--- src/rtl/hrm_wait_pkg.sv ---
// -----------------------------------------------------------------------------
// hrm_wait_pkg
// Shared definitions for the wait_queue block and its FIFO.
//   - state_t     : controller state encoding
//   - DEF_WIDTH   : default delay-operand width
//   - DEF_DEPTH   : default FIFO depth (power of 2, 2..16)
//   - ARM_TIMEOUT : cycles of wait_busy=0 tolerated in ARM before retiring
// -----------------------------------------------------------------------------
package hrm_wait_pkg;

   localparam int DEF_WIDTH   = 8;
   localparam int DEF_DEPTH   = 4;
   localparam int ARM_TIMEOUT = 2;

   typedef enum logic [2:0] {
      ST_IDLE,
      ST_ISSUE,
      ST_ARM,
      ST_RUN,
      ST_RETIRE
   } state_t;

endpackage

--- src/rtl/wait_fifo.sv ---
// -----------------------------------------------------------------------------
// wait_fifo
// Synchronous FIFO holding delay operands for wait_queue.
// Ports:
//   clk, rst        : clock, asynchronous active-high reset
//   push, push_data : enqueue request and operand (dropped when full unless
//                     a pop happens in the same cycle)
//   pop             : dequeue request (ignored when empty)
//   head            : operand at the read pointer
//   full, empty     : occupancy flags
//   level           : current entry count (0..DEPTH)
// -----------------------------------------------------------------------------
module wait_fifo
   import hrm_wait_pkg::*;
#(
   parameter int DEPTH = DEF_DEPTH,
   parameter int WIDTH = DEF_WIDTH
) (
   input  logic                     clk,
   input  logic                     rst,
   input  logic                     push,
   input  logic [WIDTH-1:0]         push_data,
   input  logic                     pop,
   output logic [WIDTH-1:0]         head,
   output logic                     full,
   output logic                     empty,
   output logic [$clog2(DEPTH):0]   level
);

   localparam int AW = $clog2(DEPTH);
   localparam int LW = AW + 1;

   logic [WIDTH-1:0] mem [DEPTH];
   logic [AW-1:0]    wr_ptr;
   logic [AW-1:0]    rd_ptr;
   logic [LW-1:0]    count;
   logic             do_push;
   logic             do_pop;

   assign do_pop  = pop && !empty;
   // A simultaneous pop frees a slot, so a push into a full FIFO still lands.
   assign do_push = push && (!full || do_pop);

   assign full  = (count == LW'(DEPTH));
   assign empty = (count == '0);
   assign level = count;
   assign head  = mem[rd_ptr];

   // NOTE: sequential state uses non-blocking assignments so every register
   // samples pre-edge values regardless of block evaluation order.
   // DEPTH is a power of two, so the pointers wrap modulo DEPTH on overflow.
   always_ff @(posedge clk or posedge rst) begin
      if (rst) begin
         wr_ptr <= '0;
         rd_ptr <= '0;
         count  <= '0;
      end else begin
         if (do_push) wr_ptr <= wr_ptr + AW'(1);
         if (do_pop)  rd_ptr <= rd_ptr + AW'(1);
         case ({do_push, do_pop})
            2'b10:   count <= count + LW'(1);
            2'b01:   count <= count - LW'(1);
            default: count <= count;
         endcase
      end
   end

   // NOTE: storage is deliberately not reset; an entry is only read after it
   // has been written, and leaving the array reset-free lets it map to RAM.
   always_ff @(posedge clk) begin
      if (do_push) mem[wr_ptr] <= push_data;
   end

endmodule

--- src/rtl/wait_queue.sv ---
// -----------------------------------------------------------------------------
// wait_queue
// Queues delay operands and feeds them one at a time to a downstream WAIT
// unit, retiring each entry once the WAIT unit has finished.
// Ports:
//   clk, rst        : clock, asynchronous active-high reset
//   push, push_data : enqueue an operand (dropped when full)
//   full, empty     : FIFO occupancy flags
//   level           : FIFO entry count
//   wait_din        : operand presented to WAIT, stable until the next pop
//   wait_start      : one-cycle start pulse to WAIT
//   wait_busy       : busy indication from WAIT
//   done            : one-cycle pulse per retired entry
//   idle            : controller in IDLE with an empty FIFO
//   retired_cnt     : saturating retired-entry count
// Build option: define WAIT_QUEUE_STATS_EN to enable retired_cnt; otherwise
// it is tied to zero and no counter exists.
// -----------------------------------------------------------------------------
module wait_queue
   import hrm_wait_pkg::*;
#(
   parameter int DEPTH = DEF_DEPTH,
   parameter int WIDTH = DEF_WIDTH
) (
   input  logic                     clk,
   input  logic                     rst,
   input  logic                     push,
   input  logic [WIDTH-1:0]         push_data,
   output logic                     full,
   output logic                     empty,
   output logic [$clog2(DEPTH):0]   level,
   output logic [WIDTH-1:0]         wait_din,
   output logic                     wait_start,
   input  logic                     wait_busy,
   output logic                     done,
   output logic                     idle,
   output logic [15:0]              retired_cnt
);

   state_t           state;
   logic [1:0]       arm_cnt;
   logic [WIDTH-1:0] head;
   logic             pop;

   // Only pop while WAIT is quiet, so a start can never overlap a busy unit.
   assign pop  = (state == ST_IDLE) && !empty && !wait_busy;
   assign idle = (state == ST_IDLE) && empty;

   wait_fifo #(
      .DEPTH (DEPTH),
      .WIDTH (WIDTH)
   ) u_fifo (
      .clk       (clk),
      .rst       (rst),
      .push      (push),
      .push_data (push_data),
      .pop       (pop),
      .head      (head),
      .full      (full),
      .empty     (empty),
      .level     (level)
   );

   always_ff @(posedge clk or posedge rst) begin
      if (rst) begin
         state      <= ST_IDLE;
         arm_cnt    <= '0;
         wait_din   <= '0;
         wait_start <= 1'b0;
         done       <= 1'b0;
      end else begin
         wait_start <= 1'b0;
         done       <= 1'b0;
         case (state)
            ST_IDLE: begin
               if (pop) begin
                  wait_din <= head;
                  // A zero delay needs no WAIT round trip; retire immediately.
                  if (head == '0) begin
                     state <= ST_RETIRE;
                     done  <= 1'b1;
                  end else begin
                     state      <= ST_ISSUE;
                     wait_start <= 1'b1;
                  end
               end
            end
            ST_ISSUE: begin
               state   <= ST_ARM;
               arm_cnt <= '0;
            end
            // WAIT may finish (or never go busy) before we see it; give up
            // after ARM_TIMEOUT quiet cycles.
            ST_ARM: begin
               if (wait_busy) begin
                  state <= ST_RUN;
               end else if (arm_cnt == 2'(ARM_TIMEOUT - 1)) begin
                  state <= ST_RETIRE;
                  done  <= 1'b1;
               end else begin
                  arm_cnt <= arm_cnt + 2'd1;
               end
            end
            ST_RUN: begin
               if (!wait_busy) begin
                  state <= ST_RETIRE;
                  done  <= 1'b1;
               end
            end
            ST_RETIRE: state <= ST_IDLE;
            default:   state <= ST_IDLE;
         endcase
      end
   end

`ifdef WAIT_QUEUE_STATS_EN
   logic [15:0] stat_cnt;

   always_ff @(posedge clk or posedge rst) begin
      if (rst) begin
         stat_cnt <= '0;
      end else if (done && stat_cnt != 16'hFFFF) begin
         stat_cnt <= stat_cnt + 16'd1;
      end
   end

   assign retired_cnt = stat_cnt;
`else
   assign retired_cnt = '0;
`endif

endmodule

--- config.mk ---
export PLATFORM = sky130hd
export DESIGN_NAME = wait_queue
export DESIGN_NICKNAME = d
export VERILOG_FILES = /design/src/rtl/hrm_wait_pkg.sv /design/src/rtl/wait_fifo.sv /design/src/rtl/wait_queue.sv
export SDC_FILE = /design/constraint.sdc
export NUM_CORES = 1
export LEC_CHECK = 0
export BUFFER_PORTS_ARGS = -buffer_cell sky130_fd_sc_hd__buf_2
export CORE_MARGIN = 2
export CORE_UTILIZATION = 49
export DETAILED_ROUTE_END_ITERATION = 10
export PLACE_DENSITY = 0.78
export SKIP_LAST_GASP = 1
export SYNTH_ARGS = -nofsm -noshare
export SYNTH_HDL_FRONTEND = slang
export SYNTH_HIERARCHICAL = 1
export SYNTH_SLANG_ARGS = --single-unit
--- constraint.sdc ---
create_clock -name clk -period 2.1 [get_ports clk]
set_clock_uncertainty 0.05 [all_clocks]
set_input_delay 0.21 -clock clk [delete_from_list [all_inputs] [get_ports clk]]
set_output_delay 0.21 -clock clk [all_outputs]
set_load 0.03 [all_outputs]
-- Word-level counts from Yosys, hierarchy flattened
Memory sizes are Yosys's and may differ from the RTL's.
Index checks and enable logic that the tools add are counted.
- add/sub/neg operators: 5
- eq/ne operators: 12
- mux-type cells: 21
- reductions and logical operators: 17
- operators by type and width (cell ; count):
    3-bit two-way mux ; 5
    3-bit one-hot mux with 4 select lines ; 1
    1-bit two-way mux ; 10
    8-bit zero test ; 1
    2-bit by 1-bit adder with 2-bit output (second input constant) ; 3
    3-bit by 2-bit == test with 1-bit output (second input constant) ; 2
    3-bit zero test ; 2
    2-bit inequality test (second input constant) ; 3
    3-bit one-hot mux with 2 select lines ; 1
    3-bit AND reduction ; 2
    1-bit logical AND ; 5
    2-bit by 1-bit == test with 1-bit output (second input constant) ; 2
    2-bit two-way mux ; 2
    2-bit one-hot mux with 2 select lines ; 1
    2-bit nonzero test ; 2
    3-bit by 1-bit adder with 3-bit output (second input constant) ; 1
    3-bit by 1-bit == test with 1-bit output (second input constant) ; 1
    3-bit == test (second input constant) ; 1
    1-bit zero test ; 3
    3-bit inequality test (second input constant) ; 1
    1-bit one-hot mux with 3 select lines ; 1
    3-bit by 1-bit subtractor with 3-bit output (second input constant) ; 1
    2-bit == test (second input constant) ; 1
    2-bit by 1-bit inequality test with 1-bit output (second input constant) ; 1
    other kinds (2) ; 2
- register bits after elaboration: 22
- bits in writable memories: 32
- input bits: 12
- output and inout bits: 32
- word-level logic and storage cells: 64
- memories kept: 1
- memories (name ; depth ; bits a word ; rd ports ; clocked after Yosys merged registers in ; write ports ; RTL line ; RTL):
    u_fifo.mem ; 4 ; 8 ; 1 ; 0 ; 1 ; wait_fifo.sv:33 ; logic [WIDTH-1:0] mem [DEPTH];

-- Depth between registers and ports, before layout
Gate-level depths: netlist of the first run.
- word-level depth: 9
- mapped depth: 12
- depth with buffers taken out: 12

-- Hierarchy
Netlist of the first run, hierarchy kept.
- by module, submodules not included (module ; instances ; cells each ; area each (um^2) ; sequential area each (um^2)):
    wait_fifo ; 1 ; 81 ; 1591.5 ; 1136.1
    wait_queue ; 1 ; 73 ; 814.5 ; 375.4

-- Worst setup path before layout of the first run
No wires, ideal clock.
- path kind: register -> register
- from: reg u_fifo.count[0] (netlist: u_fifo/level[0])
- to: reg u_fifo.count[2] (netlist: u_fifo/level[2])
- library setup time: 0.081 ns
- arrival time: 3.098 ns
- required time: 1.969 ns
- setup slack: -1.128 ns
- stages on the path, launching flop included: 13
- path buffers: 0
- clock period less this slack: 3.228 ns
- cell sequence: dfrtp_1 nor3_1 nor2_1 nand2_4 inv_1 o21a_4 inv_1 ha_1 inv_1 fa_1 xor2_1 nor2_1 xor2_1
- word-level cells in the longest chain between the ends: 9
- elaborated cells between the ends (all ways): 15
- classes of those cells: 2 x add/sub; 3 x eq/ne; 1 x mux; 9 x reduce/logical
- ends and longest elaborated chain (item ; RTL line ; RTL):
    start, declared ; wait_fifo.sv:36 ; logic [LW-1:0] count;
    start signal, assigned ; wait_fifo.sv:61 ; 2'b10: count <= count + LW'(1);
    start signal, assigned ; wait_fifo.sv:62 ; 2'b01: count <= count - LW'(1);
    start signal, assigned ; wait_fifo.sv:63 ; default: count <= count;
    3-bit zero test * ; wait_fifo.sv:45 ; assign empty = (count == '0);
    via empty ; wait_queue.sv:30 ; output logic empty,
    1-bit zero test * ; wait_queue.sv:46 ; assign pop = (state == ST_IDLE) && !empty && !wait_busy;
    1-bit logical AND * (2 in a row) ; wait_queue.sv:46 ;
    via pop ; wait_queue.sv:43 ; logic pop;
    1-bit logical AND * ; wait_fifo.sv:40 ; assign do_pop = pop && !empty;
    1-bit logical OR ; wait_fifo.sv:42 ; assign do_push = push && (!full || do_pop);
    1-bit logical AND ; wait_fifo.sv:42 ;
    2-bit by 1-bit == test with 1-bit output / 2-bit == test (equally long branches) ; wait_fifo.sv:60 ; case ({do_push, do_pop})
    3-bit one-hot mux with 2 select lines / 2-bit nonzero test (equally long branches) ; - ;
The timed path passes the listed nets; every way through them passes the cells marked *.
A chain may end at the register's enable or synchronous reset.

-- Worst setup path after layout of the first run
- from: reg u_fifo.count[2] (netlist: u_fifo/level[2])
- to: reg u_fifo.count[2] (netlist: u_fifo/level[2])
- word-level cells in the longest chain between the ends: 9
- elaborated cells between the ends (all ways): 15
- classes of those cells: 2 x add/sub; 3 x eq/ne; 1 x mux; 9 x reduce/logical
- ends and longest elaborated chain (item ; RTL line):
    3-bit zero test * ; wait_fifo.sv:45
    1-bit zero test * ; wait_queue.sv:46
    1-bit logical AND * (2 in a row) ; wait_queue.sv:46
    via pop ; wait_queue.sv:43
    1-bit logical AND * ; wait_fifo.sv:40
    1-bit logical OR ; wait_fifo.sv:42
    1-bit logical AND ; wait_fifo.sv:42
    2-bit by 1-bit == test with 1-bit output / 2-bit == test (equally long branches) ; wait_fifo.sv:60
    3-bit one-hot mux with 2 select lines / 2-bit nonzero test (equally long branches) ; -
Marked as above.

==> results of run 1 <==
==> layer usage <==
metal	track usage, %	vias up
li1	-	626
met1	19.6	682
met2	31.3	38
met3	5.15	8
met4	8.28	0
met5	0	-
==> cell type report <==
type | instances | share of cell area (%)
timing repair buffer | 49 | 10.9
tap | 67 | 2.93
clock inverter | 2 | 0.306
clock buffer | 6 | 2.54
multi-input combinational | 82 | 28.2
sequential | 54 | 53.0
inverter | 15 | 2.15
==> how the worst max path moves through the flow <==
| stage | from | to | slack (ns) | cells after the start |
|---|---|---|---|---|
| after detailed placement | u_fifo/level[0]$_DFFE_PP0P_ | u_fifo/level[2]$_DFFE_PP0P_ | -0.12 | 9 |
| final | u_fifo/level[2]$_DFFE_PP0P_ | u_fifo/level[2]$_DFFE_PP0P_ | -0.07 | 12 |
| after CTS | u_fifo/level[0]$_DFFE_PP0P_ | u_fifo/level[2]$_DFFE_PP0P_ | -0.06 | 12 |
| after global placement | u_fifo/level[0]$_DFFE_PP0P_ | u_fifo/level[2]$_DFFE_PP0P_ | -0.02 | 9 |
| after global routing | u_fifo/level[2]$_DFFE_PP0P_ | u_fifo/level[2]$_DFFE_PP0P_ | -0.15 | 12 |
| after floorplan | u_fifo/level[2]$_DFFE_PP0P_ | u_fifo/level[2]$_DFFE_PP0P_ | -0.40 | 12 |
==> where the power goes <==
group	switching [W]	internal (W)	total [W]	leakage, nW
combinational	0.00108	0.000906	0.00199	0.606
clock	0.000308	0.000230	0.000537	0.0426
sequential	0.000218	0.00148	0.00170	0.557
total	0.00160	0.00262	0.00422	1.21
==> flip-flops by register name (all words and copies together), names as in the netlist <==
register       cells
u_fifo/rd_ptr      2
wait_start         1
wait_din           8
arm_cnt            2
u_fifo/mem        32
u_fifo/level       3
u_fifo/wr_ptr      2
done               1
state              3
==> repair_timing <==
item,CTS,global route
endpoints found under the setup margin,3,5
gates resized for setup,3,4
hold buffers,1,0
pin swaps,8,5
buffers inserted,4,1
endpoints found under the hold margin,22,0
cloned,0,0
==> cells by family (layout without fill, tap and decap cells) <==
| group | after synthesis | count (layout) | share of synthesized area (%) |
|---|---|---|---|
| adders and majority gates | 7 | 7 | 3.95 |
| and+or+nand+nor | 22 | 22 | 6.55 |
| DFF | 54 | 54 | 62.8 |
| muxes | 18 | 18 | 12.3 |
| xor gates and xnor gates | 6 | 6 | 2.18 |
| buffers and inverters | 33 | 72 | 7.70 |
| AOI/OAI and AO/OA | 13 | 13 | 4.37 |
| other | 1 | 16 | 0.156 |
==> critical path: stages, from the launching register on <==
cell and delay (ns):
dfrtp_2 0.43, nor3_4 0.25, nor2_4 0.06, nand2_4 0.07
inv_4 0.04, o21a_4 0.22, inv_4 0.06, ha_4 0.13
inv_2 0.03, fa_2 0.32, xor2_1 0.15, nor2_1 0.12
xor2_1 0.15
==> cells in the mapped netlist <==
master | count | area, um^2
edfxtp_1 | 32 | 961
dfrtp_1 | 22 | 551
buf_4 | 16 | 120
inv_1 | 15 | 56.3
mux2_2 | 8 | 90.1
mux4_2 | 8 | 180
ha_1 | 6 | 75.1
and2_2 | 4 | 30.0
nor2_1 | 4 | 15.0
nand2_1 | 3 | 11.3
xnor2_1 | 3 | 26.3
xor2_1 | 3 | 26.3
a32o_1 | 2 | 20.0
nor3_1 | 2 | 10.0
o21ai_0 | 2 | 10.0
or3b_1 | 2 | 17.5
or4_4 | 2 | 22.5
a211oi_1 | 1 | 7.51
a21oi_1 | 1 | 5.00
a21oi_2 | 1 | 8.76
a221oi_1 | 1 | 8.76
a22oi_1 | 1 | 7.51
a31oi_1 | 1 | 6.26
and2_1 | 1 | 6.26
buf_1 | 1 | 3.75
buf_2 | 1 | 5.00
conb_1 | 1 | 3.75
fa_1 | 1 | 20.0
mux2_4 | 1 | 15.0
mux2i_1 | 1 | 10.0
nand2_4 | 1 | 11.3
nor2_4 | 1 | 11.3
nor3_4 | 1 | 16.3
nor4_1 | 1 | 6.26
o21a_4 | 1 | 15.0
o22ai_1 | 1 | 6.26
o31a_2 | 1 | 10.0
==> through the flow <==
stage / setup TNS (ns) / cell area [um^2]
floorplan: -0.663 / 2500
global placement: -0.0188 / 2710
detailed placement: -0.144 / 2710
CTS: -0.0610 / 2840
global route: -0.316 / 2860
finish: -0.0684 / 2860
==> qor.yml, run 1 <==
wl_per_cell_um: 15.8
timing.rr.start: "u_fifo/level[2]$_DFFE_PP0P_"
final_cell_mix: "edfxtp_1 (32), buf_2 (27), dfrtp_1 (19), buf_4 (19), conb_1 (16)"
dp_cells: 261
yosysSeqAreaShare_pct: 62.8
total_power_w: 0.00422
grt_pass1_wl_um: 6980
grt_pass1_vias: 1467
pre_cts_ws_ns: -0.119
io_pins: 44
clkTransAtPathRegs_ns: 0.09
reg2reg_slack_ns: -0.07
endpoint_kind: "flop"
drc: 0
rows: 25
start_util_pct: 50.9
wl_met1_um: 1690
min_to: "u_fifo/mem[0][4]$_DFFE_PP_"
die_area_um2: 5490
met3_length_um: 168
avgSynthCellArea_um2: 15.6
worstHoldStart: "push_data[4]"
min_period_ns: 2.17
clockRootBuffer: "clkbuf_8"
ys_ff_latch: 54
worst_pin_slew_ns: 0.562
core-area_um2: 4720
arrival_ns: 2.34
whs_ns: 0.0745
fmax_ghz: 0.461
numCtsBuffers: 5
hold_depth: 1
first_iter_violations: 42
slew_headroom_pct: 62.5
final_common_cell: "edfxtp_1"
path_class: "reg -> reg"
violations: "negative setup slack"
drv_cap: 0
num_vias: 1354
cp_max_fo: 3
postRouteWirelength_um: 4330
clock-sinks: 54
drive_gt1_share_pct: 45.7
hold_class: "in -> reg"
drt-vias-per-instance: 4.92
r2r_cells: 12
cts_tree: "built"
netlist_area_um2: 2410
multi_input_area_um2: 806
fin_nets: 226
cellLeakagePower_nw: 1.21
synthDistinctLibCells: 37
final_cells: 275
layout_setup_ws_ns: -0.0684
seqCellArea_um2: 1520
status: "complete, but fails checks"
antenna_cells: 0
antenna_left: 0
fp.dieH_um: 74.1
io_buffers: 27
grt_overflow: 0
finalHoldViolCount: 0
antenna_found_initial: 0
fill_cells: 354
slew_violations: 0
grt_max_degree: 16
cts_max_level: 2
setup-violations-final: 1
clockBufferDepth: 2
area_delta_synth_final_pct: 18.8
yosys_warnings: 6
dr_wl_met2_um: 2400
worstPathRequired_ns: 2.27
fin_crit_sh_pct: 103
top_layer: "met4"
reg2reg_to: "u_fifo/level[2]$_DFFE_PP0P_"
syn-instance-count: 154
crit_path_start_kind: "flop"
dr.pass1.iters: 4
powerDensity_nw_per_um2: 1480
die_width_um: 74.1
fin_util_pct: 60.5
dpl.hpwl_um: 3250
insertion_delay_ns: 0.30
rsz0062_at_grt: "yes"
peakVddDrop_mv: 0.638
grt_usage_pct: 17.7
gp_congestion: 0.896
(Power assumes the default switching activity.)
==> run 2, diff against run 1 <==
--- a/config.mk
+++ b/config.mk
@@ -15,3 +15,4 @@
 export SYNTH_HDL_FRONTEND = slang
 export SYNTH_HIERARCHICAL = 1
 export SYNTH_SLANG_ARGS = --single-unit
+export TNS_END_PERCENT = 5
==> qor.yml, run 2 (synthesis gave the netlist of run 1 again) <==
clockRootBuffer: "clkbuf_8"
clockBufferDepth: 2  # unchanged
whs_ns: 0.0744  # -0.0000953 ns
final_common_cell: "edfxtp_1"
clock-sinks: 54  # unchanged
die_width_um: 74.1  # unchanged
fin_nets: 225  # -0.44%
endpoint_kind: "flop"
layout_setup_ws_ns: -0.0667  # +0.00176 ns
seqCellArea_um2: 1520  # unchanged
drt-vias-per-instance: 4.93  # +0.22%
dpl.hpwl_um: 3250  # unchanged
crit_path_start_kind: "flop"
status: "complete, but fails checks"
num_vias: 1352  # -0.15%
grt_pass1_vias: 1467  # unchanged
io_pins: 44  # unchanged
drc: 0  # unchanged
total_power_w: 0.00417  # -1.2%
powerDensity_nw_per_um2: 1470  # -0.51%
slew_headroom_pct: 62.4  # about the same
fmax_ghz: 0.462  # about the same
area_delta_synth_final_pct: 17.9
dr.pass1.iters: 4  # unchanged
start_util_pct: 50.9  # unchanged
fill_cells: 360  # +1.7%
dp_cells: 261  # unchanged
insertion_delay_ns: 0.30  # about the same
finalHoldViolCount: 0  # unchanged
largest-register: "u_fifo/mem"
violations: "negative setup slack"
final_cell_mix: "edfxtp_1 (32), buf_2 (27), buf_4 (20)"
setup_tns_ns: -0.0687  # -0.000318 ns
path_class: "reg -> reg"
antenna_left: 0  # unchanged
setup-violations-final: 2  # +1
antenna_found_initial: 0  # unchanged
min_period_ns: 2.17  # -0.00176 ns
grt_overflow: 0  # unchanged
fp.dieH_um: 74.1  # unchanged
peakVddDrop_mv: 0.638  # about the same
numCtsBuffers: 5  # unchanged
arrival_ns: 2.34  # about the same
cts_max_level: 2  # unchanged
core-area_um2: 4720  # unchanged
largestRegisters: "u_fifo/mem x32, wait_din x8"
largest_reg_flops: 32  # unchanged
grt_usage_pct: 17.7  # unchanged
crit_chain: "nor3_4 -> nor2_4 -> nand2_4 -> inv_2 -> o21a_4 -> inv_4 -> ha_4 -> inv_2 -> fa_2 -> xor2_1 -> nor2_1 -> xor2_1"
die_area_um2: 5490  # unchanged
grt_max_degree: 16  # unchanged
wl_per_cell_um: 15.5  # -1.7%
rows: 25  # unchanged
drive_gt1_share_pct: 44.9  # -0.75 points
cellLeakagePower_nw: 1.20  # -0.65%
grt_pass1_wl_um: 6980  # unchanged
worstPathRequired_ns: 2.27  # about the same
cp_max_fo: 3  # unchanged
crit_path_max_incr_delay_ns: 0.43  # about the same
worst_path_max_delay_cell: "dfrtp_2"
final_cells: 274  # -0.36%
multi_input_area_um2: 802  # -0.47%
antenna_cells: 0  # unchanged
slew_violations: 0  # unchanged
io_buffers: 27  # unchanged
rsz0062_at_grt: "yes"
cts_tree: "built"
hold_class: "in -> reg"
drv_cap: 0  # unchanged
first_iter_violations: 51  # +21%
clkTransAtPathRegs_ns: 0.09  # about the same
worst_pin_slew_ns: 0.563  # +0.000580 ns
gp_congestion: 0.896  # unchanged
fin_crit_sh_pct: 103  # about the same
postRouteWirelength_um: 4240  # -2.1%
-- run 2: changes by cell type in the layout (fill, tap and decap cells not counted) --
cell,before,now
buf_6,2,0
inv_4,2,1
inv_2,1,2
o21ai_2,1,0
buf_4,19,20
o21ai_0,1,2
-- run 2: worst max-delay path, delay by kind of cell, from the launching register on --
family	cells	cell delay, ns
simple gates	4	0.49
fa+ha+maj	2	0.45
flops	1	0.43
xor+xnor	2	0.30
compound gates	1	0.22
buf+inv	3	0.13
-- run 2: power breakdown --
group	internal [W]	total (W)	switching, W
Sequential	0.00148	0.00169	0.000210
Combinational	0.000878	0.00194	0.00106
Clock	0.000230	0.000536	0.000306
-- run 2: final timing paths --
check / slack [ns] / from / endpoint / cells past startpoint
worst max-delay path: -0.07 / u_fifo/level[2]$_DFFE_PP0P_ / u_fifo/level[2]$_DFFE_PP0P_ / 12
worst min-delay path: 0.07 / push_data[4] / u_fifo/mem[0][4]$_DFFE_PP_ / 1
worst max register to register: -0.07 / u_fifo/level[2]$_DFFE_PP0P_ / u_fifo/level[2]$_DFFE_PP0P_ / 12
worst min register to register: 0.46 / wait_din[1]$_DFFE_PP0P_ / wait_din[1]$_DFFE_PP0P_ / 1
max in group asynchronous: 1.14 / rst / wait_din[0]$_DFFE_PP0P_ / 3
min in group asynchronous: 0.38 / rst / u_fifo/rd_ptr[1]$_DFFE_PP0P_ / 3
-- run 2: routing by layer --
| metal | up-vias | global-route usage [%] | routed length [um] | share of wire [%] |
|---|---|---|---|---|
| met5 | - | 0 | 0 | 0 |
| met4 | 0 | 8.28 | 87 | 2.1 |
| met3 | 10 | 5.15 | 173 | 4.1 |
| met2 | 44 | 31.3 | 2280 | 54 |
| met1 | 676 | 19.6 | 1700 | 40 |
| li1 | 622 | - | - | - |
-- run 2: metrics by stage --
| stage | util, % | setup WS, ns | cell area, um^2 |
|---|---|---|---|
| finish | 60.1 | -0.0667 | 2840 |
| global route | 60.1 | -0.155 | 2840 |
| CTS | 60.1 | -0.0610 | 2840 |
| detailed placement | 57.4 | -0.119 | 2710 |
| global placement | 57.4 | -0.0188 | 2710 |
| floorplan | - | -0.395 | 2500 |
-- run 2: cell type report --
class | count | area share, %
sequential | 54 | 53.4
timing repair buffer | 48 | 10.4
clock inverter | 2 | 0.309
clock buffer | 6 | 2.56
multi-input combinational | 82 | 28.3
inverter | 15 | 2.07
tap | 67 | 2.96
-- run 2: repair_timing --
| item | in CTS | in global routing |
|---|---|---|
| pin swaps | 8 | 1 |
| setup buffers | 4 | 0 |
| endpoints found under the setup margin | 3 | 5 |
| resized for setup | 2 | 0 |
| hold endpoints to repair | 22 | 0 |
| hold buffers | 1 | 0 |
==> run 3, diff against run 2 <==
--- a/config.mk
+++ b/config.mk
@@ -7,9 +7,9 @@
 export LEC_CHECK = 0
 export BUFFER_PORTS_ARGS = -buffer_cell sky130_fd_sc_hd__buf_2
 export CORE_MARGIN = 2
-export CORE_UTILIZATION = 49
+export CORE_UTILIZATION = 25
 export DETAILED_ROUTE_END_ITERATION = 10
-export PLACE_DENSITY = 0.78
+export PLACE_DENSITY = 0.48
 export SKIP_LAST_GASP = 1
 export SYNTH_ARGS = -nofsm -noshare
 export SYNTH_HDL_FRONTEND = slang
==> qor.yml, run 3 (synthesis gave the netlist of run 1 again) <==
path_class: "reg -> reg"
timing.rr.start: "u_fifo/level[1]$_DFFE_PP0P_"
area_delta_synth_final_pct: 21.3
die_width_um: 102  # +38%
crit_path_start_kind: "flop"
dr.pass1.iters: 2  # -2
finalHoldViolCount: 0  # unchanged
io_pins: 44  # unchanged
largest-register: "u_fifo/mem"
fp.dieH_um: 102  # +38%
dp_cells: 323  # +24%
grt_overflow: 0  # unchanged
worst_pin_slew_ns: 0.595  # +0.0322 ns
hold_class: "in -> reg"
dpl_cell_area_um2: 2800  # +3.3%
antenna_found_initial: 0  # unchanged
layout_setup_ws_ns: -0.0564  # +0.0102 ns
cellLeakagePower_nw: 1.20  # about the same
numCtsBuffers: 5  # unchanged
worstPathRequired_ns: 2.28  # about the same
dpl.hpwl_um: 3270  # +0.67%
cts_tree: "built"
min_period_ns: 2.16  # -0.0102 ns
startpoint: "u_fifo/level[1]$_DFFE_PP0P_"
drive_gt1_share_pct: 45.1  # +0.17 points
first_iter_violations: 28  # -45%
pre_cts_ws_ns: -0.127  # -0.00863 ns
core-area_um2: 9280  # +97%
clock-sinks: 54  # unchanged
peakVddDrop_mv: 0.448  # -30%
largestRegisters: "u_fifo/mem x32, wait_din x8"
status: "complete, but fails checks"
fin_nets: 222  # -1.3%
io_buffers: 27  # unchanged
rsz0062_at_grt: "yes"
setup_tns_ns: -0.0622  # +0.00652 ns
fin_crit_sh_pct: 103  # -0.49 points
gp_congestion: 0.718  # -20%
endpoint_kind: "flop"
drv_cap: 0  # unchanged
cts_max_level: 2  # unchanged
rows: 35  # +40%
grt_usage_pct: 8.87  # -8.8 points
drc: 0  # unchanged
postRouteWirelength_um: 4300  # +1.2%
grt_max_degree: 20  # +4
grt_pass1_wl_um: 6860  # -1.8%
powerDensity_nw_per_um2: 1440  # -1.8%
drt-vias-per-instance: 3.97  # -19%
final_cells: 333  # +22%
final_cell_mix: "edfxtp_1 (32), buf_2 (27), dfrtp_1 (19)"
wl_per_cell_um: 12.9  # -17%
clockRootBuffer: "clkbuf_8"
start_util_pct: 25.9  # -25 points
setup-violations-final: 2  # unchanged
stdcell_area_um2: 2920  # +2.9%
clockBufferDepth: 2  # unchanged
grt_pass1_vias: 1347  # -8.2%
num_vias: 1323  # -2.1%
slew_headroom_pct: 60.3  # -2.1 points
cp_max_fo: 3  # unchanged
die_area_um2: 10400  # +90%
violations: "negative setup slack"
antenna_cells: 0  # unchanged
final_common_cell: "edfxtp_1"
fmax_ghz: 0.464  # +0.47%
largest_reg_flops: 32  # unchanged
slew_violations: 0  # unchanged
clkTransAtPathRegs_ns: 0.11  # +0.02 ns
insertion_delay_ns: 0.31  # about the same
antenna_left: 0  # unchanged
worstHoldStart: "push_data[7]"
arrival_ns: 2.34  # about the same
-- run 3: path summary, 6_finish.rpt --
kind | end | slack [ns] | depth (start not counted)
setup / recovery | u_fifo/level[2]$_DFFE_PP0P_ | -0.06 | 9
hold / removal | u_fifo/mem[3][7]$_DFFE_PP_ | 0.06 | 1
setup reg to reg | u_fifo/level[2]$_DFFE_PP0P_ | -0.06 | 9
hold reg to reg | arm_cnt[0]$_DFFE_PP0P_ | 0.46 | 1
max in group asynchronous | wait_din[3]$_DFFE_PP0P_ | 1.15 | 3
min in group asynchronous | u_fifo/level[2]$_DFFE_PP0P_ | 0.32 | 3
-- run 3: worst max-delay path: stages (launching register included) --
cell and delay, ns:
dfrtp_2 0.44, or3b_4 0.42, o21a_4 0.21, inv_2 0.06
ha_4 0.12, inv_2 0.03, fa_2 0.32, xor2_1 0.14
nor2_1 0.12, xor2_1 0.16
-- run 3: where the power goes --
part / internal, W / leakage [nW] / total (W) / switching (W)
registers: 0.00148 / 0.557 / 0.00170 / 0.000216
logic: 0.000874 / 0.589 / 0.00190 / 0.00103
clock network: 0.000250 / 0.0506 / 0.000614 / 0.000364
-- run 3: final cells by class --
class / count / area, um^2
Inverter: 15 / 56.3
Clock buffer: 5 / 68.8
Fill cell: 953 / 6370
Tap cell: 129 / 161
Multi-Input combinational cell: 82 / 802
Clock inverter: 3 / 28.8
Sequential cell: 54 / 1520
Timing Repair Buffer: 45 / 285
-- run 3: stage by stage --
stage          hold WS [ns]  util (%)  total power (W)
6_report             0.0573      31.4          0.00421
5_1_grt              0.0488      31.4          0.00451
4_1_cts              0.0496      31.4          0.00429
3_5_place_dp          0.121      30.2          0.00365
3_3_place_gp          0.121      30.2          0.00363
2_1_floorplan       -0.0368         -          0.00300
-- run 3: per-layer routing --
metal | vias to the layer above | routed length [um] | share of wire, % | GRT usage (%)
met5 | - | 0 | 0 | 0
met4 | 0 | 21 | 0.49 | 2.77
met3 | 2 | 205 | 4.8 | 2.74
met2 | 35 | 2120 | 49 | 14.6
met1 | 665 | 1950 | 45 | 11.2
li1 | 621 | - | - | -
-- run 3: timing repair --
action	CTS	global route
endpoints found under the hold margin	22	0
pin swaps	7	1
endpoints found under the setup margin	2	4
resized for setup	1	0
hold buffers	1	0
gates cloned	0	0
buffers inserted	1	0
